--- config.mk ---
export PLATFORM = sky130hd
export DESIGN_NAME = seg_pair_reader
export DESIGN_NICKNAME = d
export VERILOG_FILES = /design/src/rtl/seg_reader_pkg.sv /design/src/rtl/seg7_digit_decode.sv /design/src/rtl/seg_pair_reader.sv
export SDC_FILE = /design/constraint.sdc
export NUM_CORES = 1
export LEC_CHECK = 0
export CELL_PAD_IN_SITES_DETAIL_PLACEMENT = 1
export CELL_PAD_IN_SITES_GLOBAL_PLACEMENT = 1
export CORE_MARGIN = 2
export CORE_UTILIZATION = 40
export DETAILED_ROUTE_END_ITERATION = 8
export DONT_BUFFER_PORTS = 1
export PLACE_DENSITY = 0.73
export SYNTH_ARGS = -nofsm -noshare
export SYNTH_HDL_FRONTEND = slang
export SYNTH_SLANG_ARGS = --single-unit
export TNS_END_PERCENT = 20
--- constraint.sdc ---
create_clock -name clk_in -period 8.2 [get_ports clk_in]
set_input_delay 1.23 -clock clk_in [delete_from_list [all_inputs] [get_ports clk_in]]
set_output_delay 1.23 -clock clk_in [all_outputs]
set_load 0.05 [all_outputs]
--- src/rtl/seg_reader_pkg.sv ---
// Shared types and constants for the two-digit 7-segment display reader.
// Segment bits are G..A in bits 6..0, DP in bit 7, digit enable (active low) in bit 8.
package seg_reader_pkg;

  // Bit position of the active-low digit enable; a set bit means the digit is blank.
  localparam int unsigned SegBlankBit = 8;
  localparam int unsigned SegDpBit    = 7;

  localparam logic [6:0] SegPat0 = 7'h3F;
  localparam logic [6:0] SegPat1 = 7'h06;
  localparam logic [6:0] SegPat2 = 7'h5B;
  localparam logic [6:0] SegPat3 = 7'h4F;
  localparam logic [6:0] SegPat4 = 7'h66;
  localparam logic [6:0] SegPat5 = 7'h6D;
  localparam logic [6:0] SegPat6 = 7'h7D;
  localparam logic [6:0] SegPat7 = 7'h07;
  localparam logic [6:0] SegPat8 = 7'h7F;
  localparam logic [6:0] SegPat9 = 7'h6F;

  typedef logic [8:0] seg_code_t;

  typedef enum logic [1:0] {
    IDLE,
    SETTLE,
    LOCKED
  } fsm_state_t;

endpackage

--- src/rtl/seg7_digit_decode.sv ---
// Combinational decode of one 9-bit 7-segment digit code into a BCD digit.
// legal_o is set only for an enabled digit showing one of the ten patterns;
// a blank digit reports blank_o=1, legal_o=0, digit_o=0.
module seg7_digit_decode
  import seg_reader_pkg::*;
(
  input  seg_code_t  code_i,
  output logic [3:0] digit_o,
  output logic       blank_o,
  output logic       legal_o
);

  // The decimal point carries no digit information.
  logic unused_dp;
  assign unused_dp = code_i[SegDpBit];

  // Pattern match against the ten legal glyphs.
  always_comb begin
    digit_o = 4'd0;
    legal_o = 1'b0;
    blank_o = code_i[SegBlankBit];
    if (!blank_o) begin
      legal_o = 1'b1;
      case (code_i[6:0])
        SegPat0: digit_o = 4'd0;
        SegPat1: digit_o = 4'd1;
        SegPat2: digit_o = 4'd2;
        SegPat3: digit_o = 4'd3;
        SegPat4: digit_o = 4'd4;
        SegPat5: digit_o = 4'd5;
        SegPat6: digit_o = 4'd6;
        SegPat7: digit_o = 4'd7;
        SegPat8: digit_o = 4'd8;
        SegPat9: digit_o = 4'd9;
        default: legal_o = 1'b0;
      endcase
    end
  end

endmodule

--- src/rtl/seg_pair_reader.sv ---
// Receiver for the two-digit 7-segment timer display. Registers the raw digit
// codes, debounces them with a stability counter, decodes accepted values and
// checks that each accepted change is a single legal step of the timer.
// Optional cycle-period measurement is built when SEG_PAIR_READER_PERIOD_EN is defined;
// otherwise period_o is tied to zero.
module seg_pair_reader
  import seg_reader_pkg::*;
#(
  parameter int unsigned STABLE_CYCLES = 4,
  parameter int unsigned MODULUS       = 60,
  parameter bit          COUNT_DOWN    = 1'b1
) (
  input  logic        clk_in,
  input  logic        rst_n_in,
  input  logic [8:0]  segment_led_1,
  input  logic [8:0]  segment_led_2,
  output logic [6:0]  value_o,
  output logic        valid_o,
  output logic        update_o,
  output logic        step_err_o,
  output logic        code_err_o,
  output logic [31:0] period_o
);

  localparam logic [7:0] StableCnt = 8'(STABLE_CYCLES);
  localparam logic [6:0] ModVal    = 7'(MODULUS);
  localparam logic [6:0] MaxVal    = 7'(MODULUS - 1);

  logic [17:0] in_q, in_d;
  logic [17:0] prev_q, prev_d;
  logic [7:0]  cnt_q, cnt_d;
  fsm_state_t  state_q, state_d;
  logic [6:0]  value_q, value_d;
  logic        valid_q, valid_d;
  logic        update_q, update_d;
  logic        step_err_q, step_err_d;
  logic        code_err_q, code_err_d;

  logic        changed;
  logic        reached;
  logic        code_evt;
  logic [3:0]  tens_digit, units_digit;
  logic        tens_blank, units_blank;
  logic        tens_legal, units_legal;
  logic [6:0]  dec_value;
  logic        dec_ok;
  logic [6:0]  succ_value;

  seg7_digit_decode u_tens (
    .code_i  (in_q[17:9]),
    .digit_o (tens_digit),
    .blank_o (tens_blank),
    .legal_o (tens_legal)
  );

  seg7_digit_decode u_units (
    .code_i  (in_q[8:0]),
    .digit_o (units_digit),
    .blank_o (units_blank),
    .legal_o (units_legal)
  );

  // Input capture and stability filter; the counter saturates so a held display stays quiet.
  always_comb begin
    in_d    = {segment_led_1, segment_led_2};
    prev_d  = in_q;
    changed = (in_q != prev_q);
    if (changed) begin
      cnt_d = 8'd1;
    end else if (cnt_q < StableCnt) begin
      cnt_d = cnt_q + 8'd1;
    end else begin
      cnt_d = cnt_q;
    end
    // Fires once per run of identical samples; the changed term covers STABLE_CYCLES == 1.
    reached = (cnt_d == StableCnt) && (changed || (cnt_q != StableCnt));
  end

  // Pair decode: blank tens reads as 0, blank units or out-of-range values are illegal.
  always_comb begin
    dec_value = ({3'b000, tens_digit} * 7'd10) + {3'b000, units_digit};
    dec_ok    = (tens_blank || tens_legal) && !units_blank && units_legal &&
                (dec_value < ModVal);
    if (COUNT_DOWN) begin
      succ_value = (value_q == 7'd0) ? MaxVal : value_q - 7'd1;
    end else begin
      succ_value = (value_q == MaxVal) ? 7'd0 : value_q + 7'd1;
    end
  end

  // Acceptance FSM: next state and registered output pulses.
  always_comb begin
    state_d    = state_q;
    value_d    = value_q;
    valid_d    = valid_q;
    update_d   = 1'b0;
    step_err_d = 1'b0;
    code_err_d = code_err_q;
    code_evt   = 1'b0;
    case (state_q)
      IDLE: begin
        if (reached) begin
          if (dec_ok) begin
            // First value after reset or a code error: resync without a step check.
            value_d  = dec_value;
            valid_d  = 1'b1;
            update_d = 1'b1;
            state_d  = LOCKED;
          end else begin
            code_err_d = 1'b1;
            code_evt   = 1'b1;
          end
        end
      end
      SETTLE, LOCKED: begin
        if (reached) begin
          if (!dec_ok) begin
            code_err_d = 1'b1;
            code_evt   = 1'b1;
            state_d    = IDLE;
          end else begin
            state_d = LOCKED;
            // Settling back onto the current value is silent.
            if (dec_value != value_q) begin
              value_d    = dec_value;
              update_d   = 1'b1;
              step_err_d = (dec_value != succ_value);
            end
          end
        end else if (changed) begin
          state_d = SETTLE;
        end
      end
      default: state_d = IDLE;
    endcase
  end

  // Core state registers.
  always_ff @(posedge clk_in or negedge rst_n_in) begin
    if (!rst_n_in) begin
      in_q       <= '0;
      prev_q     <= '0;
      cnt_q      <= '0;
      state_q    <= IDLE;
      value_q    <= '0;
      valid_q    <= 1'b0;
      update_q   <= 1'b0;
      step_err_q <= 1'b0;
      code_err_q <= 1'b0;
    end else begin
      in_q       <= in_d;
      prev_q     <= prev_d;
      cnt_q      <= cnt_d;
      state_q    <= state_d;
      value_q    <= value_d;
      valid_q    <= valid_d;
      update_q   <= update_d;
      step_err_q <= step_err_d;
      code_err_q <= code_err_d;
    end
  end

  assign value_o    = value_q;
  assign valid_o    = valid_q;
  assign update_o   = update_q;
  assign step_err_o = step_err_q;
  assign code_err_o = code_err_q;

`ifdef SEG_PAIR_READER_PERIOD_EN
  logic [31:0] per_cnt_q, per_cnt_d;
  logic [31:0] period_q, period_d;
  logic        have_prev_q, have_prev_d;
  logic [31:0] per_cnt_inc;

  // Cycle counter restarts on each update; period latches the gap between updates.
  always_comb begin
    per_cnt_inc = (per_cnt_q == 32'hFFFF_FFFF) ? per_cnt_q : per_cnt_q + 32'd1;
    per_cnt_d   = per_cnt_inc;
    period_d    = period_q;
    have_prev_d = have_prev_q;
    if (code_evt) begin
      per_cnt_d   = '0;
      period_d    = '0;
      have_prev_d = 1'b0;
    end else if (update_d) begin
      if (have_prev_q) begin
        period_d = per_cnt_inc;
      end
      per_cnt_d   = '0;
      have_prev_d = 1'b1;
    end
  end

  // Period measurement registers.
  always_ff @(posedge clk_in or negedge rst_n_in) begin
    if (!rst_n_in) begin
      per_cnt_q   <= '0;
      period_q    <= '0;
      have_prev_q <= 1'b0;
    end else begin
      per_cnt_q   <= per_cnt_d;
      period_q    <= period_d;
      have_prev_q <= have_prev_d;
    end
  end

  assign period_o = period_q;
`else
  logic unused_code_evt;
  assign unused_code_evt = code_evt;
  assign period_o = 32'd0;
`endif

endmodule

==> summary.txt, run 1 <==
Clock network
  – Postcts setup bufs: 0
  – Post-cts sizing count: 0
  – # H-tree levels: 3
  – Hold_buf cts: 0
  – Worst skew pair latency: approximately 0.34 ns
  – CTS root buf: clkbuf_8
  – CTS buffer count: 9
  – Clk sink count: 57
  – CTS tree: yes
  – Deepest clock path buffer count: 2
  – Clk pin slew, worst setup/hold paths: approximately 0.060 ns

Synth
  – Synth Area in Simple Gates: 0.1460
  – Synth Instances: around 300
  – Largest family of logic cells by synthesized area: simple AND/OR/NAND/NOR gates
  – Ys Warns: 0
  – Synth Register Bits: between 50 and 60
  – Synth top area cells: dfrtp_1, buf_4, xor2_1
  – Mux contribution to synthesized area: 0.03500
  – Share of flip-flops with an asynchronous set or reset: 1.000
  – EDFF count, synth: 0
  – Cell Area, Synth: between 3000 and 4000 sq um
  – Predominant post-synthesis flop cell: dfrtp_1
  – Cell taking the most area after synthesis: dfrtp_1
  – Xor/xnor share of the synthesized area: 0.1268
  – Post-synthesis compound-gate area fraction: 0.09070
  – Yosys top cell area share: 0.4291
  – Mean post-synth cell area: roughly 11 sq um
  – Synth Area in Adders: 0.06022
  – Library cells used by synthesis: 64
  – Seq/Total Area, Yosys: 0.4291

Timing
  – Pins over their slew limit: 0
  – Final setup violation count: 0
  – Slew HR: 0.5645
  – RSZ-0062 raised after global routing: no
  – Post-route clock period utilization: 0.5508
  – Max Freq: about 220 MHz
  – Clock period minus worst slack: 4.517 ns
  – Setup_tns: 0 ns
  – Least-Margin Pin Slew: between 0.6 and 0.7 ns
  – Skew final: just under 0.01 ns
  – Final Hold Fails: 0

Layout
  – Layout cells sized above 1: 0.1129
  – Most frequent cells in the layout: dfrtp_1, conb_1, nor2_1, xor2_1
  – # diodes: 0
  – Most common cell after layout, fill and taps aside: dfrtp_1
  – Nets: ~340
  – Synth-to-Final Area Change: 5.006%

Worst hold path
  – Hold_sp: in_q[7]$_DFF_PN0_
  – Hold path depth: 0
  – Hold crit path type: flip-flop to flip-flop

Worst setup path
  – Crit path max fanout: 8
  – Crit Path Category: flip-flop to flip-flop
  – WP data required: 8.42 ns
  – Startpoint Class: flip-flop
  – CP Buf/Inv Count: 0
  – Critical path startpoint: in_q[9]$_DFF_PN0_
  – Levels on crit path: 14
  – Crit-path cells: nand4_1 > nor4b_1 > a31oi_1 > a21oi_1 > ha_1 > ha_1 > fa_1 > a21bo_2 > a211oi_1 > maj3_1 > a2bb2oi_1 > and4bb_2 > o221a_4 > mux2_4
  – R2R depth: 14
  – Worst reg2reg path startpoint: in_q[9]$_DFF_PN0_
  – Slowest cell on the critical path: fa_1
  – Largest delay contributor family on the critical path: adder cells
  – CP max stage delay: between 0.5 and 0.6 ns
  – Crit end category: flip-flop
  – CP most frequent cell: ha_1
  – Critical path arrival: 4.73 ns

Routing
  – Vias: around 2000
  – Average wire per standard cell: about 15 um
  – Routed WL: 6085 um
  – Starting DRT DRC Count: between 80 and 90
  – Remaining antenna violation count: 0
  – Via density: 4.925
  – Remaining DRCs: 0
  – TritonRoute pass-1 iters: 4

Run status
  – Status: complete, no violations

Die
  – Starting Density: 0.4087
  – Core region area: 8134 sq um
  – Die W: roughly 95 um
  – Die ar.: 9056 sq um
  – Rows: 33
  – Die Height: 95.17 um
  – I/O Pins: 63

Pwr
  – Worst IR drop on VDD: between 0.07 and 0.08 mV
  – Pleak: 1.660 nW
  – Design Power: about 0.64 mW
  – PwrDens: between 150 and 200 nW/um^2

Global route
  – All-layer global routing usage: 0.1517
  – First-pass GRT wire length: just over 10000 um
  – Overflow after GRT: 0
  – Vias in the first global route: about 2100
  – Antenna violations before repair: 0
  – Largest net degree at the start of global routing: slightly below 60

Job
  – Max cap viols: 0

Place
  – IO buf count: 0
  – GPL Wtd Cong: approximately 0.8
  – HPWL Detailed: between 4000 and 5000 um
-- power breakdown --
part	total [mW]	internal, mW	leakage (nW)	switching, mW
registers	0.303	0.290	0.708	0.0122
logic	0.0514	0.0106	0.839	0.0409
clock network	0.288	0.179	0.113	0.109
total	0.642	0.480	1.66	0.162
-- per-layer routing --
metal / routed length [um] / vias to the layer above / global-route usage
li1: - / 983 / -
met1: 2847 / 1009 / 0.1994
met2: 2908 / 45 / 0.2388
met3: 227 / 7 / 0.04348
met4: 102 / 0 / 0.05435
met5: 0 / - / 0
-- sequential cells by signal, summed over array words and instances, names as in the netlist --
signal	flops
cnt_q	8
code_err_o	1
in_q	18
prev_q	18
state_q	2
step_err_o	1
update_o	1
valid_o	1
value_o	7
-- stage by stage --
stage | hold WS (ns) | setup slack [ns] | instances | area (sq um) | utilization
2_1_floorplan | 0.3487 | 4.068 | 337 | 3441 | -
3_3_place_gp | 0.3786 | 3.847 | 399 | 3271 | 0.4021
3_5_place_dp | 0.3843 | 3.699 | 399 | 3271 | 0.4021
4_1_cts | 0.4006 | 3.675 | 415 | 3491 | 0.4292
5_1_grt | 0.4168 | 3.298 | 415 | 3491 | 0.4292
6_report | 0.3980 | 3.683 | 415 | 3491 | 0.4292
-- final cells by class --
type                            count  area, sq um
Timing Repair Buffer                1        7.507
Multi-Input combinational cell    220         1645
Clock inverter                      5        78.83
Inverter                           16        60.06
Sequential cell                    57         1426
Tap cell                          105        131.4
Fill cell                         887         4643
Clock buffer                       11        141.4
-- worst paths after layout --
| check | to | slack, ns |
|---|---|---|
| min in group asynchronous | in_q[4]$_DFF_PN0_ | 0.58 |
| max in group asynchronous | update_o$_DFF_PN0_ | 7.50 |
| max | value_o[4]$_DFFE_PN0P_ | 3.68 |
| max reg2reg | value_o[4]$_DFFE_PN0P_ | 3.68 |
| min | prev_q[7]$_DFF_PN0_ | 0.40 |
| min reg2reg | prev_q[7]$_DFF_PN0_ | 0.40 |
-- cell usage after synthesis (all sizes together) (3+ instances only) --
| master | n |
|---|---|
| a21oi | 9 |
| a31oi | 3 |
| a21o | 4 |
| and2 | 7 |
| nand4 | 5 |
| o21ai | 7 |
| dfrtp | 57 |
| nor2b | 3 |
| xnor2 | 16 |
| nand3 | 5 |
| o211ai | 3 |
| buf | 37 |
| nor2 | 22 |
| mux2i | 3 |
| nor4b | 3 |
| ha | 12 |
| clkbuf | 7 |
| nor3 | 6 |
| nand2 | 9 |
| nor4 | 4 |
| xor2 | 23 |
| mux2 | 6 |
| inv | 16 |
| xnor3 | 3 |
-- cells by family (layout without fill, tap and decap cells) --
kind of cell,after synthesis,count (layout)
muxes,9,9
and+or+nand+nor,80,80
AOI/OAI and AO/OA,42,42
other,1,32
DFF,57,57
adders and majority gates,15,15
buffers and inverters,60,33
xor gates and xnor gates,42,42
(Power assumes the default switching activity.)
==> run 2, diff against run 1 <==
--- a/config.mk
+++ b/config.mk
@@ -11,7 +11,7 @@
 export CORE_UTILIZATION = 40
 export DETAILED_ROUTE_END_ITERATION = 8
 export DONT_BUFFER_PORTS = 1
-export PLACE_DENSITY = 0.73
+export PLACE_DENSITY = 0.76
 export SYNTH_ARGS = -nofsm -noshare
 export SYNTH_HDL_FRONTEND = slang
 export SYNTH_SLANG_ARGS = --single-unit
==> constraint.sdc (replaced) <==
create_clock -name clk_in -period 3.9 [get_ports clk_in]
set_input_delay 0.585 -clock clk_in [delete_from_list [all_inputs] [get_ports clk_in]]
set_output_delay 0.585 -clock clk_in [all_outputs]
set_load 0.05 [all_outputs]
==> run 2 against run 1 <==
Effect of this change:
- fmax grew 16%
- first-iteration DRC count fell by 44%
- routed wire length up 16%
- sequential cell count stayed put
- largest cell class unchanged
- register-to-register slack lost 3.7 ns
- sequential share of layout area shrank 2.4 points
- core utilization rose by 2.9 points
- largest power group unchanged
- clock-buffer cell count shrank 1
- clock skew increased by 0.0025 ns
- the flow now finishes with violations (negative setup slack)
==> summary.txt, run 2 (same netlist as run 1, synthesis figures left out) <==
Run status
  – Status: finished with violations
  – Violated checks: negative setup slack

Die
  – Core region area: 8134 sq um (unchanged)
  – Rows: 33 (unchanged)
  – I/O Pins: 63 (unchanged)
  – Starting Density: 0.4087 (unchanged)
  – Die W: 95.17 um (unchanged)
  – Die ar.: 9056 sq um (unchanged)
  – Die Height: 95.17 um (unchanged)

Clock network
  – CTS root buf: clkbuf_8
  – Clk sink count: 57 (unchanged)
  – Deepest clock path buffer count: 2 (unchanged)
  – # H-tree levels: 3 (unchanged)
  – Clk pin slew, worst setup/hold paths: 0.07 ns (about the same)
  – CTS tree: yes
  – CTS buffer count: 9 (unchanged)
  – Worst skew pair latency: 0.35 ns (about the same)

Pwr
  – Worst IR drop on VDD: 0.2587 mV (+250%)
  – Sw Ratio: 0.3025 (+0.04952)
  – Clock Power Share: 0.383 (-0.066)
  – Internal power: 0.8764 mW (+83%)
  – Sw power: 0.3800 mW (+130%)
  – Reg power frac: 0.505 (+0.034)
  – Gate power share: 0.112 (+0.032)
  – PwrDens: 337.1 nW/um^2 (+83%)
  – Pleak: 1.746 nW (+5.2%)

Routing
  – Vias: 2197 (+7.5%)
  – Via density: 4.993 (+1.4%)
  – Average wire per standard cell: 16.00 um (+9.1%)
  – Remaining antenna violation count: 0 (unchanged)
  – Routed WL: 7038 um (+16%)
  – Starting DRT DRC Count: 49 (-44%)
  – TritonRoute pass-1 iters: 4 (unchanged)
  – Remaining DRCs: 0 (unchanged)

Global route
  – Overflow after GRT: 0 (unchanged)
  – First-pass GRT wire length: 11070 um (+6.4%)
  – Antenna violations before repair: 0 (unchanged)
  – All-layer global routing usage: 0.1615 (+0.009836)
  – Vias in the first global route: 2286 (+9.9%)
  – Largest net degree at the start of global routing: 58 (unchanged)

Worst setup path
  – Crit path max fanout: 7 (-1)
  – R2R setup slack: -0.01 ns (-3.69 ns)
  – R2r endpoint: value_o[4]$_DFFE_PN0P_
  – Crit Path Category: flip-flop to flip-flop
  – CP Capture Point: value_o[4]$_DFFE_PN0P_
  – Worst reg2reg path startpoint: in_q[15]$_DFF_PN0_
  – Crit end category: flip-flop
  – Critical path startpoint: in_q[15]$_DFF_PN0_
  – R2R depth: 15 (+1)
  – Critical path arrival: 4.14 ns (-0.59 ns)
  – Startpoint Class: flip-flop
  – WP data required: 4.13 ns (-4.29 ns)

Layout
  – # diodes: 0 (unchanged)
  – Top flop regs: in_q (18), prev_q (18), cnt_q (8)
  – Synth-to-Final Area Change: 12.12%
  – Most frequent cells in the layout: dfrtp_1, conb_1, buf_4
  – Final Util: 0.4582 (+0.02907)
  – Most common cell after layout, fill and taps aside: dfrtp_1
  – Fillcell total: 912 (+2.8%)
  – Layout cells sized above 1: 0.2448 (+0.1319)
  – Area of the multi-input gates: 1715 sq um (+4.3%)
  – Nets: 364 (+7.4%)
  – Register area: 1433 sq um (+0.44%)

Timing
  – Skew final: 0.01240 ns (+0.002478 ns)
  – Final Hold Fails: 0 (unchanged)
  – Max Freq: 255.8 MHz (+16%)
  – Final setup violation count: 5 (+5)
  – Post-route clock period utilization: 1.003 (+0.4517)
  – Pins over their slew limit: 0 (unchanged)
  – Slew HR: 0.5612 (-0.003339)
  – RSZ-0062 raised after global routing: yes
  – Least-Margin Pin Slew: 0.6500 ns (-0.003241 ns)
  – Setup WS post-layout: -0.009851 ns (-3.693 ns)
  – Clock period minus worst slack: 3.910 ns (-0.6068 ns)

Job
  – Max cap viols: 0 (unchanged)

Place
  – GPL Wtd Cong: 0.8469 (+5.7%)
  – HPWL Detailed: 4856 um (+6.8%)
  – Post-place setup slack: -0.05861 ns (-3.758 ns)
  – IO buf count: 0 (unchanged)

Worst hold path
  – Hold crit path type: primary input to async pin
run 2: cell types whose count changed in the layout (fill, tap and decap cells not counted), moves of 2 or more:
cell,before,now
buf_4,1,25
a21oi_2,0,2
nor2_1,22,18
bufinv_16,2,0
nor2_2,0,3
dfrtp_1,57,52
o21ai_2,0,2
dfrtp_2,0,5
clkinvlp_4,0,3
o21ai_0,7,5
a21oi_1,9,7
ha_1,12,10
run 2: layout make-up:
type                            count  area share
Clock buffer                       10     0.03424
Clock inverter                      6     0.01208
Inverter                           16     0.01611
Multi-Input combinational cell    220      0.4602
Sequential cell                    57      0.3844
Tap cell                          105     0.03525
Timing Repair Buffer               26     0.05774
run 2: repair_timing:
item	CTS	global route
endpoints found under the hold margin	57	0
pin swaps	2	7
gates cloned	0	0
buffers inserted	4	6
hold buffers	1	0
gates resized for setup	3	15
endpoints found under the setup margin	5	12
run 2: how the worst min path moves through the flow:
stage                        start                 end  slack (ns)  depth (start not counted)
after floorplan           rst_n_in  cnt_q[0]$_DFF_PN0_        0.29                          0
after CTS                 rst_n_in  in_q[15]$_DFF_PN0_        0.09                          1
after detailed placement  rst_n_in  in_q[15]$_DFF_PN0_        0.29                          0
after global routing      rst_n_in  in_q[14]$_DFF_PN0_        0.11                          1
after global placement    rst_n_in  in_q[15]$_DFF_PN0_        0.29                          0
final                     rst_n_in  in_q[14]$_DFF_PN0_         0.1                          1
run 2: per-layer routing:
metal | vias up | global-route usage | part of all wire
met1 | 1100 | 0.1921 | 0.42
met4 | 0 | 0.07246 | 0.0097
met3 | 7 | 0.03636 | 0.042
met2 | 51 | 0.2782 | 0.53
li1 | 1039 | - | -
met5 | - | 0 | 0
run 2: critical path, stage by stage (launching register included):
cell	delay [ns]
dfrtp_2	0.46
and3b_2	0.25
o21ai_2	0.12
o21ai_2	0.09
o21bai_2	0.21
a21oi_2	0.07
ha_1	0.33
ha_4	0.17
fa_2	0.54
nand3b_1	0.12
a211oi_2	0.07
maj3_2	0.31
a2bb2oi_2	0.14
and4bb_2	0.33
o221a_4	0.26
mux2_4	0.31
run 2: through the flow:
stage	setup TNS [ns]	hold WS, ns	total power, mW	cell area (sq um)	std cells
after detailed placement	-0.2850	0.2906	0.7632	3397	413
final	-0.03882	0.09555	1.256	3727	440
after global routing	-1.364	0.1059	1.320	3727	440
after floorplan	-0.2826	0.2894	0.7708	3472	337
after CTS	0	0.08945	1.269	3632	434
after global placement	0	0.2907	0.7600	3397	413
run 2: power groups by stage:
| stage | clock network [mW] | registers, mW | logic, mW |
|---|---|---|---|
| after floorplan | 0 | 0.633 | 0.137 |
| after global placement | 0 | 0.643 | 0.117 |
| after detailed placement | 0 | 0.645 | 0.119 |
| after CTS | 0.499 | 0.633 | 0.137 |
| after global routing | 0.529 | 0.637 | 0.154 |
| final | 0.481 | 0.635 | 0.141 |
